File: src/rtl/trap_csr_ctrl_pkg.sv
// Shared definitions for the trap/CSR controller and the CSR file it drives:
// operation encodings, controller state encodings, machine-mode CSR
// addresses and trap cause codes.
package trap_csr_ctrl_pkg;

    typedef enum logic [2:0] {
        OP_CSRRW = 3'd0,
        OP_CSRRS = 3'd1,
        OP_CSRRC = 3'd2,
        OP_ECALL = 3'd3,
        OP_MRET  = 3'd4,
        OP_RSV5  = 3'd5,
        OP_RSV6  = 3'd6,
        OP_RSV7  = 3'd7
    } op_e;

    typedef enum logic [1:0] {
        ST_IDLE  = 2'd0,
        ST_EXEC  = 2'd1,
        ST_RESP  = 2'd2,
        ST_REDIR = 2'd3
    } state_e;

    localparam logic [11:0] CSR_MSTATUS = 12'h300;
    localparam logic [11:0] CSR_MTVEC   = 12'h305;
    localparam logic [11:0] CSR_MEPC    = 12'h341;
    localparam logic [11:0] CSR_MCAUSE  = 12'h342;

    localparam int CAUSE_ILLEGAL_INSN = 2;
    localparam int CAUSE_ECALL_M      = 11;

    function automatic logic is_known_csr(input logic [11:0] addr);
        return (addr == CSR_MSTATUS) || (addr == CSR_MTVEC) ||
               (addr == CSR_MEPC)    || (addr == CSR_MCAUSE);
    endfunction

    function automatic logic is_csr_op(input op_e op);
        return (op == OP_CSRRW) || (op == OP_CSRRS) || (op == OP_CSRRC);
    endfunction

endpackage

File: src/rtl/trap_csr_ctrl_csr_alu.sv
// csr_alu: combinational read-modify-write for Zicsr instructions.
// Ports:
//   i_op           operation (only CSRRW/CSRRS/CSRRC produce a write)
//   i_operand      rs1 value or zero-extended zimm
//   i_operand_zero rs1 index / zimm field is zero
//   i_old          current CSR value
//   o_wdata        value to write back
//   o_wen          write enable (CSRRS/CSRRC with a zero source do not write)
module csr_alu
    import trap_csr_ctrl_pkg::*;
#(
    parameter int XLEN = 32
) (
    input  op_e             i_op,
    input  logic [XLEN-1:0] i_operand,
    input  logic            i_operand_zero,
    input  logic [XLEN-1:0] i_old,
    output logic [XLEN-1:0] o_wdata,
    output logic            o_wen
);

    always_comb begin
        o_wdata = i_old;
        o_wen   = 1'b0;
        case (i_op)
            OP_CSRRW: begin
                o_wdata = i_operand;
                o_wen   = 1'b1;
            end
            OP_CSRRS: begin
                o_wdata = i_old | i_operand;
                o_wen   = ~i_operand_zero;
            end
            OP_CSRRC: begin
                o_wdata = i_old & ~i_operand;
                o_wen   = ~i_operand_zero;
            end
            default: begin
                o_wdata = i_old;
                o_wen   = 1'b0;
            end
        endcase
    end

endmodule

File: src/rtl/trap_csr_ctrl.sv
// trap_csr_ctrl: sequences CSR read-modify-write, ECALL and MRET against an
// external CSR file with a combinational read port.
//
// state | meaning
// IDLE  | ready for an instruction (in_ready_o=1)
// EXEC  | one cycle: CSR read, write / trap pulse to the CSR file
// RESP  | old CSR value on rd_data_o, waiting for out_ready_i
// REDIR | fetch redirect on redir_pc_o, waiting for redir_ready_i
//
// Ports: clk_i, rst_i (sync, active-low); in_valid_i/in_ready_o with op_i,
// pc_i, csr_addr_i, operand_i, operand_zero_i; csr_rdata_i in and
// csr_addr_o/csr_wen_o/csr_wdata_o/is_ecall_o/is_mret_o/mepc_o/mcause_o out
// to the CSR file; out_valid_o/out_ready_i/rd_data_o result; redir_valid_o/
// redir_ready_i/redir_pc_o fetch redirect.
//
// Build option: YSYX_23060251_ILLEGAL_CSR_TRAP_EN makes CSR ops to addresses
// other than mstatus/mtvec/mepc/mcause trap as illegal instructions.
module trap_csr_ctrl
    import trap_csr_ctrl_pkg::*;
#(
    parameter int XLEN        = 32,
    parameter int ECALL_CAUSE = 11
) (
    input  logic            clk_i,
    input  logic            rst_i,
    input  logic            in_valid_i,
    output logic            in_ready_o,
    input  logic [2:0]      op_i,
    input  logic [XLEN-1:0] pc_i,
    input  logic [11:0]     csr_addr_i,
    input  logic [XLEN-1:0] operand_i,
    input  logic            operand_zero_i,
    input  logic [XLEN-1:0] csr_rdata_i,
    output logic [11:0]     csr_addr_o,
    output logic            csr_wen_o,
    output logic [XLEN-1:0] csr_wdata_o,
    output logic            is_ecall_o,
    output logic            is_mret_o,
    output logic [XLEN-1:0] mepc_o,
    output logic [XLEN-1:0] mcause_o,
    output logic            out_valid_o,
    input  logic            out_ready_i,
    output logic [XLEN-1:0] rd_data_o,
    output logic            redir_valid_o,
    input  logic            redir_ready_i,
    output logic [XLEN-1:0] redir_pc_o
);

    localparam logic [XLEN-1:0] ALIGN_MASK = {{(XLEN-2){1'b1}}, 2'b00};

    state_e          r_state;
    op_e             r_op;
    logic [XLEN-1:0] r_pc;
    logic [11:0]     r_csr_addr;
    logic [XLEN-1:0] r_operand;
    logic            r_operand_zero;
    logic            r_illegal;
    logic            r_in_ready;
    logic            r_out_valid;
    logic            r_redir_valid;
    logic [XLEN-1:0] r_rd_data;
    logic [XLEN-1:0] r_redir_pc;
    logic            r_is_ecall;
    logic            r_is_mret;
    logic [XLEN-1:0] r_mcause;

    op_e             w_op_in;
    logic            w_illegal_in;
    logic            w_trap_in;
    logic            w_exec;
    logic [XLEN-1:0] w_alu_wdata;
    logic            w_alu_wen;

    assign w_op_in = op_e'(op_i);

`ifdef YSYX_23060251_ILLEGAL_CSR_TRAP_EN
    assign w_illegal_in = is_csr_op(w_op_in) && !is_known_csr(csr_addr_i);
`else
    assign w_illegal_in = 1'b0;
`endif

    // An illegal CSR access is raised through the same path as ECALL.
    assign w_trap_in = (w_op_in == OP_ECALL) || w_illegal_in;
    assign w_exec    = (r_state == ST_EXEC);

    csr_alu #(.XLEN(XLEN)) u_csr_alu (
        .i_op           (r_op),
        .i_operand      (r_operand),
        .i_operand_zero (r_operand_zero),
        .i_old          (csr_rdata_i),
        .o_wdata        (w_alu_wdata),
        .o_wen          (w_alu_wen)
    );

    always_ff @(posedge clk_i) begin
        if (!rst_i) begin
            r_state        <= ST_IDLE;
            r_op           <= OP_CSRRW;
            r_pc           <= '0;
            r_csr_addr     <= '0;
            r_operand      <= '0;
            r_operand_zero <= 1'b0;
            r_illegal      <= 1'b0;
            r_in_ready     <= 1'b1;
            r_out_valid    <= 1'b0;
            r_redir_valid  <= 1'b0;
            r_rd_data      <= '0;
            r_redir_pc     <= '0;
            r_is_ecall     <= 1'b0;
            r_is_mret      <= 1'b0;
            r_mcause       <= '0;
        end else begin
            r_is_ecall <= 1'b0;
            r_is_mret  <= 1'b0;
            case (r_state)
                ST_IDLE: begin
                    if (in_valid_i && r_in_ready) begin
                        r_op           <= w_op_in;
                        r_pc           <= pc_i;
                        r_operand      <= operand_i;
                        r_operand_zero <= operand_zero_i;
                        r_illegal      <= w_illegal_in;
                        r_in_ready     <= 1'b0;
                        r_state        <= ST_EXEC;
                        // Traps read mtvec and MRET reads mepc instead of the
                        // instruction's own CSR address.
                        if (w_trap_in)
                            r_csr_addr <= CSR_MTVEC;
                        else if (w_op_in == OP_MRET)
                            r_csr_addr <= CSR_MEPC;
                        else
                            r_csr_addr <= csr_addr_i;
                        if (w_trap_in) begin
                            r_is_ecall <= 1'b1;
                            r_mcause   <= w_illegal_in ? XLEN'(CAUSE_ILLEGAL_INSN)
                                                       : XLEN'(ECALL_CAUSE);
                        end
                        if (w_op_in == OP_MRET)
                            r_is_mret <= 1'b1;
                    end
                end
                ST_EXEC: begin
                    if (r_op == OP_ECALL || r_illegal) begin
                        r_redir_pc    <= csr_rdata_i & ALIGN_MASK;
                        r_redir_valid <= 1'b1;
                        r_state       <= ST_REDIR;
                    end else if (r_op == OP_MRET) begin
                        r_redir_pc    <= csr_rdata_i;
                        r_redir_valid <= 1'b1;
                        r_state       <= ST_REDIR;
                    end else begin
                        r_rd_data   <= is_csr_op(r_op) ? csr_rdata_i : '0;
                        r_out_valid <= 1'b1;
                        r_state     <= ST_RESP;
                    end
                end
                ST_RESP: begin
                    if (out_ready_i) begin
                        r_out_valid <= 1'b0;
                        r_in_ready  <= 1'b1;
                        r_state     <= ST_IDLE;
                    end
                end
                ST_REDIR: begin
                    if (redir_ready_i) begin
                        r_redir_valid <= 1'b0;
                        r_in_ready    <= 1'b1;
                        r_state       <= ST_IDLE;
                    end
                end
                default: r_state <= ST_IDLE;
            endcase
        end
    end

    // Pulses are qualified with rst_i so a reset landing on the EXEC cycle
    // cannot commit a write or trap at the same edge that abandons it.
    assign csr_wen_o     = w_exec && w_alu_wen && !r_illegal && rst_i;
    assign csr_wdata_o   = w_exec ? w_alu_wdata : '0;
    assign is_ecall_o    = r_is_ecall && rst_i;
    assign is_mret_o     = r_is_mret && rst_i;
    assign csr_addr_o    = r_csr_addr;
    assign mepc_o        = r_pc;
    assign mcause_o      = r_mcause;
    assign in_ready_o    = r_in_ready;
    assign out_valid_o   = r_out_valid;
    assign rd_data_o     = r_rd_data;
    assign redir_valid_o = r_redir_valid;
    assign redir_pc_o    = r_redir_pc;

endmodule

File: config.mk
export PLATFORM = sky130hd
export DESIGN_NAME = trap_csr_ctrl
export DESIGN_NICKNAME = d
export VERILOG_FILES = /design/src/rtl/trap_csr_ctrl_pkg.sv /design/src/rtl/trap_csr_ctrl_csr_alu.sv /design/src/rtl/trap_csr_ctrl.sv
export SDC_FILE = /design/constraint.sdc
export NUM_CORES = 1
export LEC_CHECK = 0
export ABC_CLOCK_PERIOD_IN_PS = 2100
export CORE_ASPECT_RATIO = 1.75
export CORE_MARGIN = 1.5
export CORE_UTILIZATION = 42
export CTS_CLUSTER_DIAMETER = 60
export DETAILED_ROUTE_END_ITERATION = 10
export GPL_ROUTABILITY_DRIVEN = 0
export HOLD_SLACK_MARGIN = 0.06
export PLACE_DENSITY = 0.81
export REMOVE_ABC_BUFFERS = 1
export SETUP_SLACK_MARGIN = 0.5
export SYNTH_ARGS = -nofsm -noshare
export SYNTH_HDL_FRONTEND = slang
export SYNTH_SLANG_ARGS = --single-unit
File: constraint.sdc
create_clock -name clk_i -period 2.1 [get_ports clk_i]
set_input_delay 0.315 -clock clk_i [delete_from_list [all_inputs] [get_ports clk_i]]
set_output_delay 0.315 -clock clk_i [all_outputs]
set_load 0.1 [all_outputs]
== Word level (Yosys, flattened, before mapping) ==
Index checks and enable logic that the tools add are counted.

* Output and inout port bits: 178
* Register bits: 152

* Multiplexer cells: 28
* Reductions and logical operators: 23
* Eq/ne operators: 15
* Bitwise operators: 6

{| class="wikitable"
|+ Operator list
! kind !! count
|-
| $mux 32 || 4
|-
| $pmux 32 s3 || 1
|-
| $and 32x32->32 || 1
|-
| $not 32->32 || 1
|-
| $or 32x32->32 || 1
|-
| $mux 12 || 2
|-
| $reduce_and 3->1 || 5
|-
| $mux 1 || 13
|-
| $ne 2x2->1 const B || 5
|-
| $eq 3x2->1 const B || 3
|-
| $pmux 2 s4 || 1
|-
| $reduce_and 4->1 || 2
|-
| $eq 3x3->1 const B || 2
|-
| $mux 2 || 3
|-
| $pmux 1 s2 || 3
|-
| $reduce_bool 2->1 || 3
|-
| $logic_and 1x1->1 || 5
|-
| $eq 2x2->1 const B || 2
|-
| $reduce_and 2->1 || 2
|-
| $eq 3x1->1 const B || 1
|-
| $logic_not 3->1 || 1
|-
| $ne 3x1->1 const B || 1
|-
| $not 1->1 || 3
|-
| $pmux 1 s3 || 1
|-
| 5 further kinds || 6
|}

== Logic depth before layout (Yosys ltp) ==
* Word-level depth: 5
* Mapped depth: 6
* Gate-level depth less buffers: 3

== Hierarchy ==
A second synthesis with hierarchy kept.

* Cell total of the unflattened synthesis: 833
* Area, all modules: 7,159.4 um^2

{| class="wikitable"
|+ Modules (own cells, without submodules)
! module !! cells each !! seq. area each (um^2) !! times used !! area an instance (um^2)
|-
| trap_csr_ctrl || 755 || 3,042.9 || 1 || 6,592.6
|-
| csr_alu || 78 || 0.0 || 1 || 566.8
|}

== Worst setup path before layout ==
OpenSTA, ideal clock, no wires.

* Path type: flip-flop to output port
* Start point: register r_op[1]
* End point: output port csr_wdata_o[10]
* Buffers on the path: 2
* Slack: -0.725 ns
* Data arrival time: 2.510 ns
* Cell stages (with the launch flop): 6
* Cell sequence: dfxtp_1 buf_2 nor2_1 clkbuf_1 nand2_1 a21oi_1

* Word-level cells in the longest chain between the ends: 3
* Elaborated cells between the ends (all ways): 5
* Those cells by class: 2 x eq/ne; 2 x mux; 1 x reduce/logical

{| class="wikitable"
|+ Ends and longest elaborated chain
! element !! line !! source
|-
| start: declaration || trap_csr_ctrl.sv:52 || <nowiki>op_e r_op;</nowiki>
|-
| start signal: assignment || trap_csr_ctrl.sv:118 || <nowiki>r_op <= w_op_in;</nowiki>
|-
| $eq 3x2->1, or another cell as far along || trap_csr_ctrl_csr_alu.sv:25 || <nowiki>case (i_op)</nowiki>
|-
| $pmux 32 s3 * || trap_csr_ctrl_csr_alu.sv:25 ||
|-
| $mux 32 * || trap_csr_ctrl.sv:179 || <nowiki>assign csr_wdata_o = w_exec ? w_alu_wdata : '0;</nowiki>
|-
| end: declaration || trap_csr_ctrl.sv:36 || <nowiki>output logic [XLEN-1:0] csr_wdata_o,</nowiki>
|}

Mark *: on every way between the ends. The rest lies on a longest branch, timed or not.

== Final worst setup path ==
* Start point: register r_op[2]
* End point: output port csr_wdata_o[14]

Same word-level chain as after synthesis.

==> impl_metrics.csv <==
group,metric,value,unit
synth,ys_async_sr_fraction,0,%
grt,track_usage,28.3,%
synth,yosysSeqAreaShare,47.6,%
hold_path,holdPathStages,4,
routing,drtIter0Drc,251,
floorplanning,ios,295,
synth,synthMuxAreaShare,5.17,%
run,drv_cap,0,
placed_design,placedCellCount,1188,
grt,globalRoute.totalOverflow,0,
finish,final_cells,1257,
synth,synth_compound_area_share,18.1,%
timing,finalSetupViolations,0,
synth,synth_area_leader_cell,"dfxtp_1",
synth,synth_flop_cell,"dfxtp_1",
timing,final_hold_viol_count,0,
floorplanning,initial_core_util,43.1,%
worst_setup_path,crit-reg2reg-launch,"r_op[1]",
timing,rsz0062_at_grt,"yes",
timing,max_freq,0.496,GHz
synth,synthTopCellsByArea,"dfxtp_1 (48%), nand2_1 (14%), a21oi_1 (8.9%)",
hold_path,min_path_type,"input pin to flop",
clocking,clk_latency,420,ps
hold_path,holdCritStartpoint,"rst_i",
floorplanning,die_width,96.2,um
floorplanning,fp-row-count,59,
synth,netlist_instances,781,
outcome,outcome,"finished, final reports clean",
placed_design,dpl.hpwl,14400,um
synth,yosysWarnings,0,
timing,fin_ws,83.5,ps
synth,avgSynthCellArea,8.18,um2
worst_setup_path,crit_path_start_kind,"flop",
routing,wl_per_cell,18.8,um
synth,synth_top_family_by_area,"simple AND/OR/NAND/NOR gates",
clocking,numCtsBuffers,17,
placed_design,pre_cts_ws,146,ps
timing,maxSlewViolCount,0,
synth,synthXorXnorAreaFrac,0,%
clocking,clk_pin_slew_worst_paths,60,ps
floorplanning,core_area,14800,um2
synth,synth_edf_count,0,
clocking,cts_tree,"yes",
routing,drt_pass1_iterations,4,
synth,yosys.area_share.simple,20.5,%
worst_setup_path,worstPathRequired,1780,ps
worst_setup_path,crit_type,"flop to primary output",
worst_setup_path,cp_data_arrival_time,1700,ps
timing,period_minus_slack,2020,ps
power_and_ir_drop,irDropWorstVdd,709,uV
placed_design,portBuffers,265,
floorplanning,die_y,166,um
finish,nets,1176,
grt,grt_start_max_net_pins,79,
synth,syn_area,6390,um2
timing,fin_skew,8.57,ps
clocking,clock_path_buffers,2,
routing,ant_nets,0,
clocking,h-tree-depth,4,
timing,hold_ws,437,ps
grt,grt_pass1_vias,6640,
floorplanning,dieArea,16000,um2
worst_setup_path,critPathCaptureType,"primary output",
power_and_ir_drop,p_leak,4.25,nW
grt,grt_antenna_before_repair,2,
worst_setup_path,rr_worst_depth,8,
routing,viasPerCell,5.30,
routing,vias,6664,
synth,yosys.area_share.adder,0,%
timing,fin_crit_sh,96.0,%
power_and_ir_drop,powerDensity,1050,nW/um2
grt,grt_pass1_wl,34500,um
synth,ys_ff_latch,152,
worst_setup_path,cp_max_fo,13,
clocking,cts.sinks,152,
clocking,clock-root-buffer,"clkbuf_16",
routing,wl,23600,um
routing,drc,0,
synth,yosysTopAreaCellShare,47.6,%
synth,ys_types,36,
finish,drive_above_1_share,30.7,%
finish,syn_to_final_growth,68.3,%
worst_setup_path,crit_path_start,"r_op[2]",
## power by group
group / switching, W / total [W] / internal [W]
registers: 0.000198 / 0.00338 / 0.00318
clock network: 0.00129 / 0.00309 / 0.00180
logic: 0.00337 / 0.00482 / 0.00146
## final timing paths
kind	slack [ps]	endpoint
hold / removal	440	r_operand[20]
hold reg to reg	450	csr_addr_o[6]
setup / recovery	80	csr_wdata_o[14]
setup reg to reg	110	redir_pc_o[2]
## routing by layer
metal / wire length [um] / vias up / global-route usage [%]
li1: - / 3104 / -
met1: 8030 / 3177 / 28.9
met2: 12800 / 289 / 47.9
met3: 1500 / 94 / 7.69
met4: 1300 / 0 / 20.0
met5: 0 / - / 0
## sequential cells by signal, summed over array words and instances, names as in the netlist, 2 cells and up
register    cells
r_operand      32
redir_pc_o     32
csr_addr_o     12
rd_data_o      32
mepc_o         32
r_state         2
r_op            3
## layout make-up
cell class	count	area [um2]
multi-input cells	562	3290
inverters	4	15.0
fillers	1073	4080
clock buffers	20	447
repair buffers	322	3560
flip-flops and latches	152	3060
clock inverters	12	141
well taps	183	229
diodes	2	5.00
## layout by cell type (no fill, tap or decap), drive strengths merged, types with 2 or more instances in the layout
master,count
nand2,241
buf,205
dfxtp,152
clkdlybuf4s50,115
a21oi,115
o21ai,37
mux2i,33
nor2b,33
a22o,32
conb,29
clkbuf,22
inv,8
nand4,7
nor2,7
clkinvlp,5
and2,5
nand3b,3
nand3,3
a31oi,3
diode,2
o21a,2
bufinv,2
or3b,2
## through the flow
| stage | utilization (%) | area [um2] | TNS (ps) | total power, W |
|---|---|---|---|---|
| floorplan | - | 5970 | -478500 | 0.00633 |
| global placement | 61.9 | 9180 | 0 | 0.00757 |
| detailed placement | 61.9 | 9180 | 0 | 0.00763 |
| CTS | 70.5 | 10500 | 0 | 0.0111 |
| global route | 72.5 | 10800 | 0 | 0.0117 |
| finish | 72.5 | 10800 | 0 | 0.0113 |
## synth_stat cells, types with 2 or more instances
cell      number
nand2_1      241
dfxtp_1      152
a21oi_1      114
o21ai_0       37
clkbuf_1      36
mux2i_1       33
nor2b_1       33
a22o_1        32
buf_4         31
buf_2         17
nand4_1        7
nor2_1         7
and2_1         5
buf_1          4
buf_12         3
inv_1          3
nand3_1        3
nand3b_1       3
a31oi_1        2
o21a_1         2
## critical path, stage by stage, from the launching register on
cell     delay, ps
dfxtp_4        360
or2_4          290
buf_12         170
o21ai_1        180
a21oi_2         90
buf_12         170
## cells by family after synthesis
logic type | count (synthesis)
multiplexers | 33
buffers and inverters | 95
flip-flops | 152
other | 1
AND/OR/NAND/NOR | 306
AO/OA/AOI/OAI | 194
## timing repair
action,4_1_cts,5_1_grt
hold buffers,0,0
pin swaps,9,13
setup buffers,19,6
resized for setup,121,47
gates cloned,7,3
setup endpoints to repair,97,120
(Power assumes the default switching activity.)
